### src/rtl/mem_pkg.sv
// Shared types and constants for the non-blocking MEM pipeline stage.
package mem_pkg;

  typedef enum logic [1:0] {
    ST_EMPTY = 2'd0,
    ST_WAIT  = 2'd1,
    ST_READY = 2'd2
  } ms_state_e;

  // Bit positions inside the one-hot ld_op vector {ld_b, ld_bu, ld_h, ld_hu, ld_w}
  localparam int LD_W  = 0;
  localparam int LD_HU = 1;
  localparam int LD_H  = 2;
  localparam int LD_BU = 3;
  localparam int LD_B  = 4;

  function automatic int clog2(input int value);
    int r;
    r = 0;
    for (int i = 0; i < 31; i++) begin
      if ((1 << i) < value) r = i + 1;
    end
    return r;
  endfunction

endpackage

### src/rtl/mem_load_ext.sv
// Load data alignment: shifts the addressed byte/half down and sign/zero-extends it.
module mem_load_ext
  import mem_pkg::*;
#(
  parameter int XLEN = 32
) (
  input  logic [XLEN-1:0] rdata,
  input  logic [1:0]      addr,
  input  logic [4:0]      ld_op,
  output logic [XLEN-1:0] wdata
);

  logic [XLEN-1:0] shifted;

  always_comb begin
    shifted = rdata >> {addr, 3'b000};
    wdata   = shifted;
    if (ld_op[LD_B]) begin
      wdata = {{(XLEN-8){shifted[7]}}, shifted[7:0]};
    end else if (ld_op[LD_BU]) begin
      wdata = {{(XLEN-8){1'b0}}, shifted[7:0]};
    end else if (ld_op[LD_H]) begin
      wdata = {{(XLEN-16){shifted[15]}}, shifted[15:0]};
    end else if (ld_op[LD_HU]) begin
      wdata = {{(XLEN-16){1'b0}}, shifted[15:0]};
    end
  end

endmodule

### src/rtl/mem_stage_nb.sv
// MEM pipeline stage with non-blocking data-SRAM responses, an outstanding-request
// counter, and a discard counter that drops responses belonging to flushed requests.
module mem_stage_nb
  import mem_pkg::*;
#(
  parameter int MAX_OUTSTANDING = 2,
  parameter int XLEN            = 32
) (
  input  logic            clk,
  input  logic            resetn,
  input  logic            es_to_ms_valid,
  output logic            ms_allowin,
  input  logic [XLEN-1:0] es_pc,
  input  logic [XLEN-1:0] es_result,
  input  logic            es_rf_we,
  input  logic [4:0]      es_rf_waddr,
  input  logic            es_res_from_mem,
  input  logic [4:0]      es_ld_op,
  input  logic            es_mem_req,
  input  logic            es_ex,
  input  logic            req_issue,
  output logic            req_block,
  input  logic            data_sram_data_ok,
  input  logic [XLEN-1:0] data_sram_rdata,
  input  logic            flush,
  input  logic            ws_allowin,
  output logic            ms_to_ws_valid,
  output logic [XLEN-1:0] ms_pc,
  output logic            ms_rf_we,
  output logic [4:0]      ms_rf_waddr,
  output logic [XLEN-1:0] ms_rf_wdata,
  output logic            ms_res_from_mem,
  output logic            ms_ex,
  output ms_state_e       dbg_state,
  output logic [2:0]      dbg_count,
  output logic [2:0]      dbg_discard
);

  localparam int CNT_W = clog2(MAX_OUTSTANDING + 1);

  ms_state_e       state_q, state_d;
  logic [CNT_W-1:0] count_q, count_d;
  logic [CNT_W-1:0] discard_q, discard_d;
  logic [XLEN-1:0] hold_q, hold_d;
  logic [XLEN-1:0] pc_q, result_q;
  logic            rf_we_q, res_from_mem_q, ex_q;
  logic [4:0]      rf_waddr_q, ld_op_q;

  logic            valid;
  logic            data_ok_acc;
  logic            transfer_in;
  logic [XLEN-1:0] load_src;
  logic [XLEN-1:0] load_wdata;

  // Responses still owed to flushed requests are swallowed before any reach the stage.
  assign data_ok_acc    = data_sram_data_ok && (discard_q == '0);
  assign valid          = (state_q != ST_EMPTY);
  assign ms_to_ws_valid = (state_q == ST_READY) || ((state_q == ST_WAIT) && data_ok_acc);
  assign ms_allowin     = (state_q == ST_EMPTY) || (ms_to_ws_valid && ws_allowin);
  assign transfer_in    = es_to_ms_valid && ms_allowin;
  assign req_block      = (count_q == CNT_W'(MAX_OUTSTANDING));

  always_comb begin
    state_d   = state_q;
    hold_d    = hold_q;
    count_d   = count_q + CNT_W'(req_issue) - CNT_W'(data_sram_data_ok);
    discard_d = discard_q;

    if (flush) begin
      state_d = ST_EMPTY;
    end else if (transfer_in) begin
      state_d = (es_mem_req && !es_ex) ? ST_WAIT : ST_READY;
    end else if (ms_to_ws_valid && ws_allowin) begin
      state_d = ST_EMPTY;
    end else if ((state_q == ST_WAIT) && data_ok_acc) begin
      state_d = ST_READY;
    end

    if ((state_q == ST_WAIT) && data_ok_acc) begin
      hold_d = data_sram_rdata;
    end

    if (flush) begin
      discard_d = count_d;
    end else if (data_sram_data_ok && (discard_q != '0)) begin
      discard_d = discard_q - CNT_W'(1);
    end
  end

  always_ff @(posedge clk) begin
    if (!resetn) begin
      state_q        <= ST_EMPTY;
      count_q        <= '0;
      discard_q      <= '0;
      hold_q         <= '0;
      pc_q           <= '0;
      result_q       <= '0;
      rf_we_q        <= 1'b0;
      rf_waddr_q     <= '0;
      res_from_mem_q <= 1'b0;
      ld_op_q        <= '0;
      ex_q           <= 1'b0;
    end else begin
      state_q   <= state_d;
      count_q   <= count_d;
      discard_q <= discard_d;
      hold_q    <= hold_d;
      if (transfer_in && !flush) begin
        pc_q           <= es_pc;
        result_q       <= es_result;
        rf_we_q        <= es_rf_we;
        rf_waddr_q     <= es_rf_waddr;
        res_from_mem_q <= es_res_from_mem;
        ld_op_q        <= es_ld_op;
        ex_q           <= es_ex;
      end
    end
  end

  // In WAIT the response is forwarded straight from the SRAM; afterwards from the hold register.
  assign load_src = (state_q == ST_WAIT) ? data_sram_rdata : hold_q;

  mem_load_ext #(.XLEN(XLEN)) u_load_ext (
    .rdata (load_src),
    .addr  (result_q[1:0]),
    .ld_op (ld_op_q),
    .wdata (load_wdata)
  );

  assign ms_pc           = pc_q;
  assign ms_rf_waddr     = rf_waddr_q;
  assign ms_rf_we        = rf_we_q && valid;
  assign ms_res_from_mem = res_from_mem_q && valid;
  assign ms_ex           = ex_q && valid;
  assign ms_rf_wdata     = res_from_mem_q ? load_wdata : result_q;

  assign dbg_state   = state_q;
  assign dbg_count   = 3'(count_q);
  assign dbg_discard = 3'(discard_q);

endmodule

### config.mk
export PLATFORM = sky130hd
export DESIGN_NAME = mem_stage_nb
export DESIGN_NICKNAME = d
export VERILOG_FILES = /design/src/rtl/mem_pkg.sv /design/src/rtl/mem_load_ext.sv /design/src/rtl/mem_stage_nb.sv
export SDC_FILE = /design/constraint.sdc
export NUM_CORES = 1
export LEC_CHECK = 0
export CORE_MARGIN = 2
export CORE_UTILIZATION = 52
export CTS_BUF_LIST = sky130_fd_sc_hd__clkbuf_8
export DETAILED_ROUTE_END_ITERATION = 16
export PLACE_DENSITY_LB_ADDON = 0.05
export SYNTH_ARGS = -nofsm -noshare
export SYNTH_HDL_FRONTEND = slang
export SYNTH_HIERARCHICAL = 1
export SYNTH_SLANG_ARGS = --single-unit
### constraint.sdc
create_clock -name clk -period 6.2 [get_ports clk]
set_clock_uncertainty 0.2 [all_clocks]
set_input_delay 0.93 -clock clk [delete_from_list [all_inputs] [get_ports clk]]
set_output_delay 0.93 -clock clk [all_outputs]
set_load 0.03 [all_outputs]
==> results of run 1 <==
stage by stage:
stage / hold WS [ns] / area (sq um) / instances / util, %
2_1_floorplan: 0.2302 / 6136 / 703 / -
6_report: 0.2568 / 8501 / 1022 / 74.13
5_1_grt: 0.2715 / 8501 / 1022 / 74.13
3_5_place_dp: 0.2452 / 8056 / 990 / 70.26
4_1_cts: 0.2553 / 8501 / 1022 / 74.13
3_3_place_gp: 0.2384 / 8056 / 990 / 70.26
cells in the final DEF, fill, tap and decap left out, types with 2 or more instances in the layout:
cell	instances
a21boi_0	18
a21boi_1	14
a21oi_1	18
a2bb2oi_1	8
and2_1	3
buf_4	7
bufinv_16	4
clkbuf_8	19
clkdlybuf4s50_1	195
clkinv_2	3
clkinvlp_4	4
conb_1	2
dfxtp_1	114
ha_1	3
inv_1	7
mux2_2	72
mux2i_1	91
nand2_1	227
nor2_1	5
nor2b_1	9
o21a_1	2
o21ai_0	14
o21ai_1	4
o21ai_2	16
xnor2_1	3
where the power goes:
group	internal (uW)	total (uW)	switching, uW
logic	199	401	201
registers	767	792	25.5
clock network	458	776	317
total	1420	1970	544
layout make-up:
type	count	area (sq um)	share of cell area, %
tap	143	178.9	2.105
timing repair buffer	203	2024	23.82
clock inverter	13	182.7	2.149
inverter	7	26.28	0.3091
sequential	114	2282	26.85
multi-input combinational	523	3545	41.70
clock buffer	19	261.5	3.076
sequential cells by signal, summed over array words and instances, names as in the netlist:
| register | count |
|---|---|
| count_q | 2 |
| dbg_state | 2 |
| discard_q | 2 |
| ex_q | 1 |
| hold_q | 32 |
| ld_op_q | 4 |
| ms_pc | 32 |
| ms_rf_waddr | 5 |
| res_from_mem_q | 1 |
| result_q | 32 |
| rf_we_q | 1 |
worst max-delay path, stage by stage (launching register included):
cell and delay (ns):
dfxtp_1 0.46, nor2b_2 0.80, mux2_2 0.45, mux2_4 0.29, o221ai_4 0.50, o21ai_0 0.22
mux2_2 0.29, clkdlybuf4s50_1 0.60
worst max path at each step:
stage                                    startpoint               to  slack [ns]  cells after the start
after floorplan           dbg_state[0]$_SDFFE_PP0P_  ms_rf_wdata[16]        2.22                      9
after global routing      dbg_state[0]$_SDFFE_PP0P_  ms_rf_wdata[31]        0.77                      7
after global placement          data_sram_rdata[15]  ms_rf_wdata[31]        1.46                      7
after CTS                 dbg_state[0]$_SDFFE_PP0P_  ms_rf_wdata[31]        0.93                      7
final                     dbg_state[0]$_SDFFE_PP0P_  ms_rf_wdata[31]        1.01                      7
after detailed placement  dbg_state[0]$_SDFFE_PP0P_  ms_rf_wdata[31]        1.45                      7
routing by layer:
metal,track usage (%),wire [um]
met5,0,0
met4,10.08,406
met3,10.53,1347
met2,44.67,8183
met1,28.49,6579
==> results.cfg, run 1 <==
[status]
status = complete, no violations

[setup_path]
cp.arrival_ns = 4.06
cp.required_ns = 5.07
critical_path.endpoint_type = primary output
critPathLaunchType = flop
r2r_slack_ns = 3.57
worst-setup-path-type = reg2out
r2r-start = dbg_state[0]$_SDFFE_PP0P_
rr_worst_depth = 6
timing.critical_path.fanout_max = 17
reg2reg_to = dbg_state[1]$_SDFFE_PP0P_

[sta]
fmax_mhz = 192.6
tns_ns = 0
relSlewSlack_pct = 32.15
fin_ws_ns = 1.009
rsz0062_at_grt = false
timing_max_transition_violations_final = 0
tightest_slew_ns = 1.016
min_period_over_period_pct = 83.73
fin_crit_ns = 5.191
hold_viol = 0
setup_viol = 0

[drt]
detail-route-antenna-nets = 0
first_iter_violations = 215
viasPerCell = 5.282
wl_per_cell_um = 16.16
vias = 5398
drtPass1Iterations = 4
route.detailed.drc = 0
wl_mm = 16.52

[clock_tree]
clk_latency_ns = 0.44
clk_path_buf_depth = 2
numCtsBuffers = 17
cts_tree = built
ctsHoldBuffers = 0
cts_sinks = 114
cts.clk_slew.worst_paths_ns = 0.07
cts-root-buf = clkbuf_8
ctsResizeCount = 0
ctsHtreeMaxLevel = 4
post-cts-setup-buffers = 0

[die]
start_util_pct = 53.48
row_count = 39
design.die.area_sq_um = 12680
dieWidth_um = 112.6
ios = 200
core_sq_um = 11470
fp.dieH_um = 112.6

[layout]
area_delta_synth_final_pct = 38.62
nFillCells = 885
drive_above_1_share_pct = 15.47
diodes = 0
fin_nets = 986

[global_routing]
gr-total-overflow = 0
grt_max_degree = 103
grt_pass1_wl_mm = 26.24
antenna_found_initial = 0
grt_pass1_vias = 5398
grt_use_total_pct = 25.92

[placed_design]
finalWeightedCongestion = 0.8505
io_buffers = 196
place_ws_ns = 1.445
dp_hpwl_mm = 11.74

[run]
cap_violations = 0

[hold_path]
hp-start = hold_q[16]$_SDFFE_PN0P_
min_path_cells = 2
hold-path-endpoint = hold_q[16]$_SDFFE_PN0P_
min_path_type = reg2reg

[power]
power_uw = 1968
p_per_area_nw_per_um2 = 231.5
leakage_uw = 0.003238
vdd_drop_max_mv = 0.2028

[synthesis]
synth_area_sq_um = 6132
syn_area_per_cell_sq_um = 8.735
yosys_warnings = 6
synth_cells = 702
Power figures use the tool's default switching activity.
==> inputs of run 2 (changes only) <==
--- a/config.mk
+++ b/config.mk
@@ -6,7 +6,7 @@
 export NUM_CORES = 1
 export LEC_CHECK = 0
 export CORE_MARGIN = 2
-export CORE_UTILIZATION = 52
+export CORE_UTILIZATION = 48
 export CTS_BUF_LIST = sky130_fd_sc_hd__clkbuf_8
 export DETAILED_ROUTE_END_ITERATION = 16
 export PLACE_DENSITY_LB_ADDON = 0.05
==> constraint.sdc (replaced) <==
create_clock -name clk -period 5.3 [get_ports clk]
set_clock_uncertainty 0.2 [all_clocks]
set_input_delay 0.795 -clock clk [delete_from_list [all_inputs] [get_ports clk]]
set_output_delay 0.795 -clock clk [all_outputs]
set_load 0.03 [all_outputs]
==> results.cfg, run 2 (same netlist as run 1, synthesis figures left out) <==
[die]
ios = 200
fp.dieH_um = 117.0
row_count = 41
design.die.area_sq_um = 13690
core_sq_um = 12570
start_util_pct = 48.79
dieWidth_um = 117.0

[status]
status = complete, no violations

[sta]
min_period_over_period_pct = 86.92
fmax_mhz = 217.1
tightest_slew_ns = 0.7286
tns_ns = 0
hold_viol = 0
timing_max_transition_violations_final = 0
relSlewSlack_pct = 51.36
setup_viol = 0
fin_crit_ns = 4.607
rsz0062_at_grt = false

[drt]
wl_mm = 16.38
wl_per_cell_um = 15.56
first_iter_violations = 289
detail-route-antenna-nets = 0
vias = 5351
route.detailed.drc = 0
viasPerCell = 5.082
drtPass1Iterations = 4

[clock_tree]
cts-root-buf = clkbuf_8
clk_path_buf_depth = 2
ctsResizeCount = 0
cts_tree = built
post-cts-setup-buffers = 0
cts_sinks = 114
ctsHoldBuffers = 0
clk_latency_ns = 0.43
ctsHtreeMaxLevel = 4
cts.clk_slew.worst_paths_ns = 0.06
numCtsBuffers = 17

[placed_design]
io_buffers = 196
dp_hpwl_mm = 11.95
dpl_cell_area_sq_um = 8103
finalWeightedCongestion = 0.8202

[setup_path]
critical_path.endpoint_type = primary output
timing.critical_path.fanout_max = 29
worst-setup-path-type = reg2out
path_buf_inv = 2
crit_family = buffers and inverters
worst_path_max_delay_cell = clkdlybuf4s50_1
cp.required_ns = 4.30
worstPathCellList = nor2b_2 > buf_4 > mux2_2 > mux2_2 > a21oi_1 > o21ai_2 > mux2_2 > clkdlybuf4s50_1
cp_common_cell = mux2_2
cp.arrival_ns = 3.61
critPathLaunchType = flop
critPathMaxStageDelay_ns = 0.61

[global_routing]
grt_max_degree = 73
grt_pass1_vias = 5306
gr-total-overflow = 0
antenna_found_initial = 0
grt_use_total_pct = 24.36
grt_pass1_wl_mm = 25.81

[run]
cap_violations = 0

[layout]
final_cell_mix = nand2_1, clkdlybuf4s50_1, dfxtp_1
nFillCells = 1040
fin_area_sq_um = 8504
mostFrequentLayoutCell = nand2_1
diodes = 0
fin_nets = 989
area_delta_synth_final_pct = 38.69
drive_above_1_share_pct = 15.21

[power]
leakage_uw = 0.003258
p_per_area_nw_per_um2 = 260.9
vdd_drop_max_mv = 0.1749
power_uw = 2219

[hold_path]
min_path_type = reg2reg
==> run 2: cell types whose count changed in the layout (fill, tap and decap cells not counted), sizes merged <==
cell,previous run,this run
buf,8,11
bufinv,4,2
clkbuf,19,23
clkinv,4,2
clkinvlp,4,0
inv,8,11
==> run 2: layer usage <==
metal | wire (um) | GRT usage [%]
met5 | 0 | 0
met4 | 422 | 10.43
met3 | 1279 | 9.578
met2 | 8097 | 41.46
met1 | 6583 | 27.12
==> run 2: layout make-up <==
cell class,instances,area [sq um],area share (%)
clock inverters,8,85.08,1.000
flip-flops and latches,114,2282,26.84
inverters,7,26.28,0.3090
well taps,172,215.2,2.531
clock buffers,23,316.6,3.722
multi-input cells,523,3545,41.68
repair buffers,206,2034,23.92
==> run 2: stage by stage <==
| stage | std cells | utilization, % | worst slack, ns | hold WS (ns) |
|---|---|---|---|---|
| floorplan | 703 | - | 1.455 | 0.2302 |
| global placement | 1022 | 64.47 | 0.8441 | 0.2381 |
| detailed placement | 1022 | 64.47 | 0.8125 | 0.2450 |
| CTS | 1053 | 67.67 | 0.6603 | 0.2548 |
| global route | 1053 | 67.67 | 0.4989 | 0.2770 |
| finish | 1053 | 67.67 | 0.6930 | 0.2536 |
==> run 2: final timing paths <==
check | startpoint | endpoint | slack (ns) | cells after the start
setup reg to reg | discard_q[0]$_SDFFE_PN0P_ | result_q[11]$_SDFFE_PN0P_ | 2.62 | 8
hold reg to reg | hold_q[31]$_SDFFE_PN0P_ | hold_q[31]$_SDFFE_PN0P_ | 0.25 | 2
setup / recovery | dbg_state[0]$_SDFFE_PP0P_ | ms_rf_wdata[17] | 0.69 | 8
hold / removal | hold_q[31]$_SDFFE_PN0P_ | hold_q[31]$_SDFFE_PN0P_ | 0.25 | 2
==> run 2: tightest hold or removal path, stage by stage (launching register included) <==
cell and delay, ns:
dfxtp_1 0.31, nand2_1 0.05, a21boi_1 0.05
==> run 2: power breakdown <==
part | internal (uW) | total (uW) | switching (uW)
Combinational | 233 | 468 | 235
Sequential | 897 | 926 | 29.4
Clock | 482 | 825 | 342
Total | 1610 | 2220 | 606
